## src/rtl/sap1_controller_sequencer_pkg.sv

```systemverilog
`default_nettype none
// ============================================================================
//  Module      : sap1_pkg
//  Description : Shared types and constants for the SAP-1 controller/sequencer:
//                opcode encoding, 12-bit control-word layout, inactive
//                control word and T-state bit indices.
//  Revision    : 1.0 - initial release
// ============================================================================
package sap1_pkg;

  // Opcodes the sequencer decodes; anything else executes as NOP.
  typedef enum logic [3:0] {
    OP_LDA = 4'h0,
    OP_ADD = 4'h1,
    OP_SUB = 4'h2,
    OP_OUT = 4'hE,
    OP_HLT = 4'hF
  } opcode_e;

  // Control word, MSB first: Cp Ep Lm_bar CE_bar Li_bar Ei_bar La_bar Ea Su Eu Lb_bar Lo_bar
  typedef struct packed {
    logic cp;
    logic ep;
    logic lm_bar;
    logic ce_bar;
    logic li_bar;
    logic ei_bar;
    logic la_bar;
    logic ea;
    logic su;
    logic eu;
    logic lb_bar;
    logic lo_bar;
  } cw_t;

  // Every strobe at its inactive level: active-high low, active-low high.
  localparam cw_t CW_NOP = '{
    cp:     1'b0, ep:     1'b0, lm_bar: 1'b1, ce_bar: 1'b1,
    li_bar: 1'b1, ei_bar: 1'b1, la_bar: 1'b1, ea:     1'b0,
    su:     1'b0, eu:     1'b0, lb_bar: 1'b1, lo_bar: 1'b1
  };

  // Bit positions of each T-state inside the one-hot ring (bit0 = T1).
  localparam int unsigned T1_IDX = 0;
  localparam int unsigned T2_IDX = 1;
  localparam int unsigned T3_IDX = 2;
  localparam int unsigned T4_IDX = 3;
  localparam int unsigned T5_IDX = 4;
  localparam int unsigned T6_IDX = 5;

endpackage : sap1_pkg
`default_nettype wire

```

## src/rtl/sap1_controller_sequencer_ring.sv

```systemverilog
`default_nettype none
// ============================================================================
//  Module      : sap1_ring_counter
//  Description : One-hot T-state ring. Advances on enabled clock edges, wraps
//                from the last state to T1, and forces T1 whenever the
//                register is found not to be one-hot.
//  Revision    : 1.0 - initial release
// ============================================================================
module sap1_ring_counter #(
  parameter int unsigned T_STATES = 6
) (
  input  logic                CLK,
  input  logic                CLR,
  input  logic                adv_i,
  output logic [T_STATES-1:0] t_state_o
);

  localparam logic [T_STATES-1:0] C_T1_ONEHOT = {{(T_STATES-1){1'b0}}, 1'b1};

  logic [T_STATES-1:0] ring_q;
  logic [T_STATES-1:0] ring_d;
  logic                legal;

  // One-hot test: nonzero and clearing the lowest set bit leaves nothing.
  always_comb begin
    legal  = (ring_q != '0) && ((ring_q & (ring_q - C_T1_ONEHOT)) == '0);
    ring_d = ring_q;
    if (!legal) begin
      ring_d = C_T1_ONEHOT;
    end else if (adv_i) begin
      ring_d = {ring_q[T_STATES-2:0], ring_q[T_STATES-1]};
    end
  end

  // Ring register, asynchronously returned to T1.
  always_ff @(posedge CLK or posedge CLR) begin
    if (CLR) begin
      ring_q <= C_T1_ONEHOT;
    end else begin
      ring_q <= ring_d;
    end
  end

  assign t_state_o = ring_q;

endmodule : sap1_ring_counter
`default_nettype wire

```

## src/rtl/sap1_controller_sequencer.sv

```systemverilog
`default_nettype none
// ============================================================================
//  Module      : sap1_controller_sequencer
//  Description : SAP-1 control unit. Steps a one-hot T-state ring and decodes
//                state + opcode into the 12-bit control word; HLT freezes the
//                ring in T4 with all strobes inactive until CLR.
//  Optional    : SAP1_SINGLE_STEP_EN adds a 'step' input; the ring then only
//                advances on edges where step = 1, and Cp is gated by step.
//  Revision    : 1.0 - initial release
// ============================================================================
module sap1_controller_sequencer
  import sap1_pkg::*;
#(
  parameter int unsigned T_STATES   = 6,
  parameter logic [3:0]  HLT_OPCODE = 4'hF
) (
  input  logic                CLK,
  input  logic                CLR,
  input  logic [3:0]          instr_in,
`ifdef SAP1_SINGLE_STEP_EN
  input  logic                step,
`endif
  output logic                Cp,
  output logic                Ep,
  output logic                Lm_bar,
  output logic                CE_bar,
  output logic                Li_bar,
  output logic                Ei_bar,
  output logic                La_bar,
  output logic                Ea,
  output logic                Su,
  output logic                Eu,
  output logic                Lb_bar,
  output logic                Lo_bar,
  output logic [T_STATES-1:0] t_state,
  output logic                halted
);

  logic                halted_q;
  logic                halted_d;
  logic                step_en;
  logic                halt_now;
  logic                ring_adv;
  logic [T_STATES-1:0] ring_state;
  cw_t                 cw;

`ifdef SAP1_SINGLE_STEP_EN
  assign step_en = step;
`else
  assign step_en = 1'b1;
`endif

  // A HLT in T4 halts on this edge and keeps the ring parked in T4.
  always_comb begin
    halt_now = step_en && !halted_q && ring_state[T4_IDX] && (instr_in == HLT_OPCODE);
    ring_adv = step_en && !halted_q && !halt_now;
    halted_d = halted_q || halt_now;
  end

  sap1_ring_counter #(
    .T_STATES (T_STATES)
  ) u_ring (
    .CLK       (CLK),
    .CLR       (CLR),
    .adv_i     (ring_adv),
    .t_state_o (ring_state)
  );

  // Halt flag; only CLR leaves the halted state.
  always_ff @(posedge CLK or posedge CLR) begin
    if (CLR) begin
      halted_q <= 1'b0;
    end else begin
      halted_q <= halted_d;
    end
  end

  // Control-word decode: fetch in T1..T3, opcode-specific execute in T4..T6.
  always_comb begin
    cw = CW_NOP;
    if (!halted_q) begin
      if (ring_state[T1_IDX]) begin
        cw.ep     = 1'b1;
        cw.lm_bar = 1'b0;
      end else if (ring_state[T2_IDX]) begin
        cw.cp     = step_en;
      end else if (ring_state[T3_IDX]) begin
        cw.ce_bar = 1'b0;
        cw.li_bar = 1'b0;
      end else if (instr_in != HLT_OPCODE) begin
        if (ring_state[T4_IDX]) begin
          case (opcode_e'(instr_in))
            OP_LDA, OP_ADD, OP_SUB: begin
              cw.ei_bar = 1'b0;
              cw.lm_bar = 1'b0;
            end
            OP_OUT: begin
              cw.ea     = 1'b1;
              cw.lo_bar = 1'b0;
            end
            default: ;
          endcase
        end else if (ring_state[T5_IDX]) begin
          case (opcode_e'(instr_in))
            OP_LDA: begin
              cw.ce_bar = 1'b0;
              cw.la_bar = 1'b0;
            end
            OP_ADD, OP_SUB: begin
              cw.ce_bar = 1'b0;
              cw.lb_bar = 1'b0;
            end
            default: ;
          endcase
        end else if (ring_state[T6_IDX]) begin
          case (opcode_e'(instr_in))
            OP_ADD, OP_SUB: begin
              cw.eu     = 1'b1;
              cw.la_bar = 1'b0;
              cw.su     = (instr_in == OP_SUB);
            end
            default: ;
          endcase
        end
      end
    end
  end

  assign Cp      = cw.cp;
  assign Ep      = cw.ep;
  assign Lm_bar  = cw.lm_bar;
  assign CE_bar  = cw.ce_bar;
  assign Li_bar  = cw.li_bar;
  assign Ei_bar  = cw.ei_bar;
  assign La_bar  = cw.la_bar;
  assign Ea      = cw.ea;
  assign Su      = cw.su;
  assign Eu      = cw.eu;
  assign Lb_bar  = cw.lb_bar;
  assign Lo_bar  = cw.lo_bar;
  assign t_state = ring_state;
  assign halted  = halted_q;

endmodule : sap1_controller_sequencer
`default_nettype wire
```

## config.mk

```make
export PLATFORM = sky130hd
export DESIGN_NAME = sap1_controller_sequencer
export DESIGN_NICKNAME = d
export VERILOG_FILES = /design/src/rtl/sap1_controller_sequencer_pkg.sv /design/src/rtl/sap1_controller_sequencer_ring.sv /design/src/rtl/sap1_controller_sequencer.sv
export SDC_FILE = /design/constraint.sdc
export NUM_CORES = 1
export LEC_CHECK = 0
export ABC_CLOCK_PERIOD_IN_PS = 2480
export CORE_ASPECT_RATIO = 1.1
export CORE_MARGIN = 8
export CORE_UTILIZATION = 40
export CTS_BUF_LIST = sky130_fd_sc_hd__clkbuf_8
export CTS_CLUSTER_SIZE = 30
export DETAILED_ROUTE_END_ITERATION = 16
export PLACE_DENSITY = 0.82
export SKIP_LAST_GASP = 1
export SYNTH_ARGS = -nofsm -noshare
export SYNTH_HDL_FRONTEND = slang
export SYNTH_SLANG_ARGS = --single-unit
```

## constraint.sdc

```tcl
create_clock -name CLK -period 2.48 [get_ports CLK]
set_input_delay 0.372 -clock CLK [delete_from_list [all_inputs] [get_ports CLK]]
set_output_delay 0.372 -clock CLK [all_outputs]
set_load 0.005 [all_outputs]
```

==> flow_metrics.tcl, run 1 <==
set metrics [dict create \
    r2r-end "u_ring.t_state_o[0]" \
    synthFlopType "dfrtp_1" \
    drt_iter0_markers 3 \
    antenna_left 0 \
    hold_class "in2async" \
    hold_slack_ns 0.368 \
    endpoint "Su" \
    relSlewSlack_pct 74.1 \
    clockBufferDepth 2 \
    io_pins 25 \
    ctsResizeCount 0 \
    post-route-util_pct 60.8 \
    setup_viol 0 \
    synth_area_leader_cell "dfrtp_1" \
    cp-start-kind "input port" \
    r2r-start "u_ring.t_state_o[0]" \
    clkTransAtPathRegs_ns 0.04 \
    first_global_vias 544 \
    antenna_found_initial 0 \
    coreArea_um2 1350 \
    crit_start "instr_in[3]" \
    r2r_setup_slack_ns 1.03 \
    crit_type "in2out" \
    power-per-cell-area_nw_per_um2 1080 \
    wirelength_mm 1.48 \
    syn-num-nets 76 \
    status "finished, final reports clean" \
    gp_congestion 0.785 \
    fin_skew_ns 0.00157 \
    drt-wirelength-per-cell_um 13.8 \
    ir_worst_vdd_v 0.000658 \
    hold_viol 0 \
    die_w_um 52.0 \
    yosysWarnings 0 \
    dp_hpwl_mm 1.16 \
    placedCellCount 103 \
    cap_violations 0 \
    dp_slack_ns 0.168 \
    worst_slew_pin_slew_ns 0.388 \
    port_buffers 24 \
    worst_slack_ns 0.171 \
    p_leak_nw 0.337 \
    area_growth_pct 43.6 \
    async_reset_ff_share_pct 100 \
    holdBufCountCts 0 \
    cp_max_fo 4 \
    viasPerCell 5.24 \
    start_util_pct 42.3 \
    reg2regPathDepth 4 \
    root_buffer "clkbuf_8" \
    fin_crit_ns 2.31 \
    grt_pass1_wl_mm 2.46 \
    grt-ovfl-total 0 \
    rsz0062_at_grt "no" \
    drcViolationCount 0 \
    die_h_um 55.6 \
    clock.fmax_ghz 0.433 \
    syn_area_um2 571 \
    maxSlewViolCount 0 \
    finalCritPeriodShare_pct 93.1 \
    synth_edf_count 0 \
    required_ns 2.11 \
    crit_path_end_kind "output pin" \
    fillCellCount 127 \
    cts-htree-levels 1 \
    diodes 0 \
    num_vias 561 \
    die_area_um2 2890 \
    synthTopCellsByArea "dfrtp_1 (26%), nor3b_1 (6.6%), nor2_1 (5.9%)" \
    crit_arrival_ns 1.94 \
    drive_above_1_share_pct 7.69 \
    syn_inst 70 \
    grt_max_degree 11 \
    post_cts_buffers 0 \
    fp-row-count 14 \
    cts_made_buffers 3 \
    finalNonFillerCells 107 \
    synth.distinct_cells 30 \
    cts_tree "done" \
    cts.sinks 7 \
    fin_nets 98 \
    yosysMostFrequentCell "nor2_1" \
    track_usage_pct 10.6 \
    yosys-top-cells-count "nor2_1 (9), dfrtp_1 (6), nand2_1 (5), nor3b_1 (5)" \
    clock_latency_ns 0.23 \
    ys_seq_area_share_pct 30.9 \
    dr.pass1.iters 4 \
    netlist.area_leader.share_pct 26.3 \
    ys_ff_latch 7 \
    final.setup.tns_ns 0 \
    avgSynthCellArea_um2 8.15 \
]
## layout make-up
| type | instances | area, um2 | area share, % |
|---|---|---|---|
| clock buffers | 3 | 41.3 | 5.04 |
| multi-input cells | 53 | 327 | 39.8 |
| repair buffers | 24 | 240 | 29.3 |
| well taps | 16 | 20.0 | 2.44 |
| flip-flops and latches | 7 | 176 | 21.5 |
| clock inverters | 1 | 3.75 | 0.458 |
| inverters | 3 | 11.3 | 1.37 |
## power by group
| part | switching [mW] | internal [mW] | total [mW] |
|---|---|---|---|
| Clock | 0.0486 | 0.107 | 0.156 |
| Combinational | 0.185 | 0.266 | 0.451 |
| Sequential | 0.115 | 0.168 | 0.283 |
| Total | 0.348 | 0.541 | 0.889 |
## kinds of logic (layout without fill, tap and decap cells)
logic type	after synthesis	count (layout)	synth area share (%)
flip-flops	7	7	30.9
buffers and inverters	10	31	11.8
XOR/XNOR	2	2	3.07
AND/OR/NAND/NOR	37	37	36.2
multiplexers	3	3	5.26
AO/OA/AOI/OAI	11	11	12.7
## layout by cell type, fill, tap and decap left out, types with 2 or more instances in the layout
cell / count
nor2_1: 9
nor3_2: 2
inv_1: 4
clkbuf_8: 3
clkdlybuf4s50_1: 24
nor3_1: 3
mux2i_1: 3
nor2b_1: 4
nand2_1: 5
o21ai_0: 3
dfrtp_1: 6
nand3_1: 3
nor3b_1: 5
nand2b_1: 2
## metrics by stage
stage	cell area (um2)	total power, mW
global placement	774	0.729
CTS	820	0.902
floorplan	571	0.622
finish	820	0.889
global route	820	0.972
detailed placement	774	0.739
## per-layer routing
metal / track usage [%] / wire length, um
met4: 5.70 / 28
met2: 16.5 / 647
met5: 0 / 0
met1: 12.3 / 664
met3: 3.21 / 134
## registers in the layout (all words and copies together), names as in the netlist
register,cells
u_ring.t_state_o,6
halted,1
## worst min path at each step
stage / to / slack, ns
after global placement: halted / 0.61
after floorplan: halted / 0.17
after CTS: halted / 0.38
after detailed placement: halted / 0.62
after global routing: u_ring.t_state_o[2] / 0.40
final: u_ring.t_state_o[3] / 0.37
## critical path, cell delays in order
cell and delay, ns:
clkdlybuf4s50_1 0.44, nor2_1 0.20, nand3_1 0.17, nor3b_1 0.22, clkdlybuf4s50_1 0.53
No activity file was read; power rests on OpenSTA's default activity.
==> inputs of run 2 (changes only) <==
- CTS_CLUSTER_DIAMETER: unset -> 30
- TNS_END_PERCENT: unset -> 1
==> results of run 2 <==
The final DEF is identical to that of run 1; final timing and power are the same.
